--- config.mk ---
export PLATFORM = sky130hd
export DESIGN_NAME = req_gnt_rr_arbiter
export DESIGN_NICKNAME = d
export VERILOG_FILES = /design/src/rtl/req_gnt_rr_arbiter.sv
export SDC_FILE = /design/constraint.sdc
export NUM_CORES = 1
export LEC_CHECK = 0
export BUFFER_PORTS_ARGS = -buffer_cell sky130_fd_sc_hd__clkbuf_2
export CAP_MARGIN = 20
export CELL_PAD_IN_SITES_DETAIL_PLACEMENT = 0
export CELL_PAD_IN_SITES_GLOBAL_PLACEMENT = 1
export CORE_MARGIN = 8
export CORE_UTILIZATION = 39
export CTS_CLUSTER_SIZE = 14
export DETAILED_ROUTE_END_ITERATION = 12
export GPL_ROUTABILITY_DRIVEN = 0
export PLACE_DENSITY = 0.83
export SLEW_MARGIN = 20
export SYNTH_ARGS = -nofsm -noshare
export SYNTH_HDL_FRONTEND = slang
export SYNTH_SLANG_ARGS = --single-unit
--- constraint.sdc ---
create_clock -name clk -period 3.25 [get_ports clk]
set_input_delay 0.4875 -clock clk [delete_from_list [all_inputs] [get_ports clk]]
set_output_delay 0.4875 -clock clk [all_outputs]
set_load 0.03 [all_outputs]
--- src/rtl/req_gnt_rr_arbiter.sv ---
// Round-robin req/gnt arbiter: registered one-hot grant, hold-time limit with
// forced release, and a per-requester block that holds until the request drops.
module req_gnt_rr_arbiter #(
    parameter int N        = 4,
    parameter int MAX_HOLD = 8
) (
    input  logic                 clk,
    input  logic                 rst_n,
    input  logic [N-1:0]         req,
    output logic [N-1:0]         gnt,
    output logic [$clog2(N)-1:0] gnt_id,
    output logic                 gnt_vld,
    output logic                 hold_timeout,
    output logic [N-1:0]         blocked
);

    localparam int IW = $clog2(N);
    localparam int HW = (MAX_HOLD == 0) ? 1 : $clog2(MAX_HOLD + 1);
    localparam bit LIMIT_ON = (MAX_HOLD != 0);
    localparam logic [HW-1:0] MAX_HOLD_C = HW'(MAX_HOLD);
    localparam logic [IW-1:0] LAST_RST = IW'(N - 1);
    localparam logic [N-1:0] ONE_HOT0 = {{(N-1){1'b0}}, 1'b1};

    typedef enum logic [0:0] {
        IDLE  = 1'b0,
        GRANT = 1'b1
    } state_t;

    state_t          state_r, state_s;
    logic [HW-1:0]   hold_cnt_r, hold_cnt_s;
    logic [IW-1:0]   last_owner_r, last_owner_s;
    logic [N-1:0]    gnt_r, gnt_s;
    logic [IW-1:0]   gnt_id_r, gnt_id_s;
    logic            gnt_vld_r, gnt_vld_s;
    logic            hold_timeout_r, hold_timeout_s;
    logic [N-1:0]    blocked_r, blocked_s;
    logic [N-1:0]    block_set_s;
    logic [N-1:0]    elig_s;
    logic [IW-1:0]   winner_s;

    // First eligible index strictly after 'last', wrapping modulo N.
    function automatic logic [IW-1:0] rr_pick(input logic [N-1:0] elig,
                                              input logic [IW-1:0] last);
        logic [IW-1:0] pick;
        logic [IW:0]   sum;
        logic          found;
        pick  = '0;
        found = 1'b0;
        for (int i = 1; i <= N; i++) begin
            sum = {1'b0, last} + (IW+1)'(i);
            if (sum >= (IW+1)'(N)) begin
                sum = sum - (IW+1)'(N);
            end else begin
                sum = sum;
            end
            if (!found && elig[sum[IW-1:0]]) begin
                pick  = sum[IW-1:0];
                found = 1'b1;
            end else begin
                found = found;
            end
        end
        return pick;
    endfunction

    assign elig_s   = req & ~blocked_r;
    assign winner_s = rr_pick(elig_s, last_owner_r);

    // Next-state and next-output logic for the IDLE/GRANT controller.
    always_comb begin
        state_s        = state_r;
        hold_cnt_s     = hold_cnt_r;
        last_owner_s   = last_owner_r;
        gnt_s          = gnt_r;
        gnt_id_s       = gnt_id_r;
        gnt_vld_s      = gnt_vld_r;
        hold_timeout_s = 1'b0;
        block_set_s    = '0;
        case (state_r)
            IDLE: begin
                if (|elig_s) begin
                    gnt_s        = ONE_HOT0 << winner_s;
                    gnt_id_s     = winner_s;
                    gnt_vld_s    = 1'b1;
                    hold_cnt_s   = HW'(1);
                    last_owner_s = winner_s;
                    state_s      = GRANT;
                end else begin
                    gnt_s     = '0;
                    gnt_id_s  = '0;
                    gnt_vld_s = 1'b0;
                end
            end
            GRANT: begin
                // A dropped request wins over the limit on the same edge.
                if (!req[last_owner_r]) begin
                    gnt_s      = '0;
                    gnt_id_s   = '0;
                    gnt_vld_s  = 1'b0;
                    hold_cnt_s = '0;
                    state_s    = IDLE;
                end else if (LIMIT_ON && (hold_cnt_r == MAX_HOLD_C)) begin
                    gnt_s          = '0;
                    gnt_id_s       = '0;
                    gnt_vld_s      = 1'b0;
                    hold_cnt_s     = '0;
                    hold_timeout_s = 1'b1;
                    block_set_s    = ONE_HOT0 << last_owner_r;
                    state_s        = IDLE;
                end else if (hold_cnt_r != {HW{1'b1}}) begin
                    hold_cnt_s = hold_cnt_r + HW'(1);
                end else begin
                    hold_cnt_s = hold_cnt_r;
                end
            end
            default: begin
                gnt_s      = '0;
                gnt_id_s   = '0;
                gnt_vld_s  = 1'b0;
                hold_cnt_s = '0;
                state_s    = IDLE;
            end
        endcase
        blocked_s = (blocked_r & req) | block_set_s;
    end

    // Controller state and registered outputs, cleared asynchronously.
    always_ff @(posedge clk or negedge rst_n) begin
        if (!rst_n) begin
            state_r        <= IDLE;
            hold_cnt_r     <= '0;
            last_owner_r   <= LAST_RST;
            gnt_r          <= '0;
            gnt_id_r       <= '0;
            gnt_vld_r      <= 1'b0;
            hold_timeout_r <= 1'b0;
            blocked_r      <= '0;
        end else begin
            state_r        <= state_s;
            hold_cnt_r     <= hold_cnt_s;
            last_owner_r   <= last_owner_s;
            gnt_r          <= gnt_s;
            gnt_id_r       <= gnt_id_s;
            gnt_vld_r      <= gnt_vld_s;
            hold_timeout_r <= hold_timeout_s;
            blocked_r      <= blocked_s;
        end
    end

    assign gnt          = gnt_r;
    assign gnt_id       = gnt_id_r;
    assign gnt_vld      = gnt_vld_r;
    assign hold_timeout = hold_timeout_r;
    assign blocked      = blocked_r;

endmodule

==> flow_metrics.tcl <==
set metrics [dict create \
    postCtsSetupRepairBufs 0 \
    fmax_ghz 0.419 \
    postLayoutCoreUtil_pct 44.6 \
    die_x_microns 68.2 \
    synth_top_area_share_pct 40.0 \
    clk_pin_slew_ns 0.11 \
    final_hold_viol_count 0 \
    tns_ns 0 \
    drive_above_1_share_pct 24.6 \
    fp.coreArea_sq_mm 0.00266 \
    fin_crit_sh_pct 73.5 \
    required_ns 3.49 \
    postLayoutSetupSlackWorst_ns 0.862 \
    clock_latency_ns 0.29 \
    syn_nets 117 \
    synth_cells 105 \
    worstPathArrival_ns 2.63 \
    synth_commonest_cells "17 x dfrtp_1, 10 x nand2_1, 8 x o21ai_0" \
    pwr_density_cell_mw_per_mm2 841 \
    synth_cell_type_count 38 \
    vias_per_cell 5.53 \
    ys_async_sr_fraction_pct 100 \
    cts_buffers 3 \
    num_rows 19 \
    path_buf_inv 1 \
    clockBufferDepth 2 \
    crit_type "flop to flop" \
    post_cts_resized 0 \
    gr-total-overflow 0 \
    antenna_found_initial 0 \
    first_pass_iters 4 \
    drc 0 \
    fin_nets 135 \
    grt_start_max_net_pins 20 \
    ir_worst_vdd_mv 0.451 \
    wirelength_microns 2180 \
    grt_pass1_vias 829 \
    max-cap-violations 0 \
    synth_edf_count 0 \
    setup_viol 0 \
    yosysTopAreaCell "dfrtp_1" \
    antenna-diode-count 0 \
    crit_path_cell_trace "inv_1, ha_1, mux2i_1, o22ai_1, a211oi_1, mux2_2" \
    finalCriticalPeriod_ns 2.39 \
    fill_cells 279 \
    yosysSeqAreaShare_pct 44.9 \
    initial_core_util_pct 39.9 \
    syn_area_sq_mm 0.00106 \
    hpwlAfterDp_microns 1690 \
    cp-start-kind "flop" \
    final-max-slew-violation-count 0 \
    ys_warn_count 0 \
    critPathMaxStageDelay_ns 0.65 \
    synth-main-ff-cell "dfrtp_1" \
    grt_use_total_pct 10.7 \
    fp.dieH_microns 68.2 \
    pre_cts_slack_ns 0.901 \
    critPathTopFamily "flip-flops" \
    synth_most_common_cell "dfrtp_1" \
    end_kind "flop" \
    cpMaxStageDelayCell "dfstp_2" \
    postRouteAntennaNets 0 \
    area_delta_synth_final_pct 11.6 \
    clock_sinks 19 \
    io_pins 18 \
    cts_tree "yes" \
    p_leak_nw 0.568 \
    slew_headroom_pct 54.5 \
    dieArea_sq_mm 0.00465 \
    clock-skew-final_ns 0.000963 \
    synth-seq-cells 19 \
    grt_pass1_wl_microns 3870 \
    worstMarginPinSlew_ns 0.679 \
    htreeDepth 1 \
    vias 846 \
    dr.first_iter.drc_count 54 \
    grt_setup_unrepaired "false" \
    root_buffer "clkbuf_4" \
    status "complete, no violations" \
    netlist_top_cells_area "dfrtp_1 40%, ha_1 7.1%, dfstp_2 4.9%, a22o_1 4.1%, o21ai_0 3.8%" \
    hold_path_class "input port to async pin" \
    io_buffer_count 17 \
    hold_buffers 0 \
    avgSynthCellArea_sq_um 10.1 \
    cp_max_fo 10 \
    avgRoutedWirePerCell_microns 14.2 \
]
-- layout make-up --
cell class	count	area [sq um]	share of cell area, %
flip-flops and latches	19	478	40.3
clock inverters	1	5.00	0.421
inverters	6	22.5	1.90
well taps	31	38.8	3.27
clock buffers	3	22.5	1.90
multi-input cells	76	536	45.1
repair buffers	17	85.1	7.17
-- where the power goes --
| part | internal [W] | switching [W] | leakage [nW] |
|---|---|---|---|
| clock network | 0.0000457 | 0.0000706 | 0.0177 |
| registers | 0.000318 | 0.0000885 | 0.246 |
| logic | 0.000177 | 0.000298 | 0.304 |
-- metrics by stage --
step | area [sq um] | power [W] | hold slack, ns | instances
2_1_floorplan | 1060 | 0.000786 | 0.192 | 105
3_3_place_gp | 1160 | 0.000883 | 0.469 | 149
3_5_place_dp | 1160 | 0.000889 | 0.467 | 149
4_1_cts | 1190 | 0.00101 | 0.132 | 153
5_1_grt | 1190 | 0.00109 | 0.172 | 153
6_report | 1190 | 0.000999 | 0.125 | 153
-- metal layers --
metal	GRT usage, %	vias up	routed length, microns
li1	-	424	-
met1	13.4	408	964
met2	17.7	12	1140
met3	0.982	2	35
met4	6.14	0	36
met5	0	-	0
-- worst paths after layout --
| path | depth (start not counted) | start | slack, ns | endpoint |
|---|---|---|---|---|
| min in group clk | 2 | req[0] | 0.45 | blocked[0]$_DFF_PN0_ |
| max in group asynchronous | 1 | rst_n | 2.78 | last_owner_r[0]$_DFFE_PN1P_ |
| worst max register to register | 6 | last_owner_r[1]$_DFFE_PN1P_ | 0.86 | last_owner_r[0]$_DFFE_PN1P_ |
| worst min register to register | 2 | gnt_id[1]$_DFFE_PN0P_ | 0.50 | gnt_id[1]$_DFFE_PN0P_ |
| worst max-delay path | 6 | last_owner_r[1]$_DFFE_PN1P_ | 0.86 | last_owner_r[0]$_DFFE_PN1P_ |
| worst min-delay path | 1 | rst_n | 0.13 | blocked[1]$_DFF_PN0_ |
-- cell families after synthesis --
logic type	after synthesis	synth area share (%)
AO/OA/AOI/OAI	30	19.6
flip-flops	19	44.9
buffers and inverters	10	4.71
multiplexers	4	5.06
adder cells (fa/ha/maj)	6	7.06
AND/OR/NAND/NOR	36	18.6
-- layout by cell type (no fill, tap or decap), types with 2 or more instances in the layout --
cell      Yosys  routed
a211oi_1      2       2
a21oi_1       3       3
a22o_1        5       5
a31oi_1       2       2
a32o_1        2       2
and2b_1       2       2
clkbuf_2      0      17
clkbuf_4      0       3
dfrtp_1      17      17
dfstp_2       2       2
ha_1          6       6
inv_1         6       6
mux2i_1       2       2
nand2_1      10      10
nand2b_1      2       2
nand3_1       7       7
nor2_1        4       4
nor2b_1       3       3
o21ai_0       8       8
o31ai_1       2       2
-- flip-flops by register name (all words and copies together), names as in the netlist --
signal        cells
hold_timeout      1
hold_cnt_r        4
blocked           4
state_r           1
gnt_vld           1
gnt_id            2
gnt               4
last_owner_r      2
(Power assumes the default switching activity.)
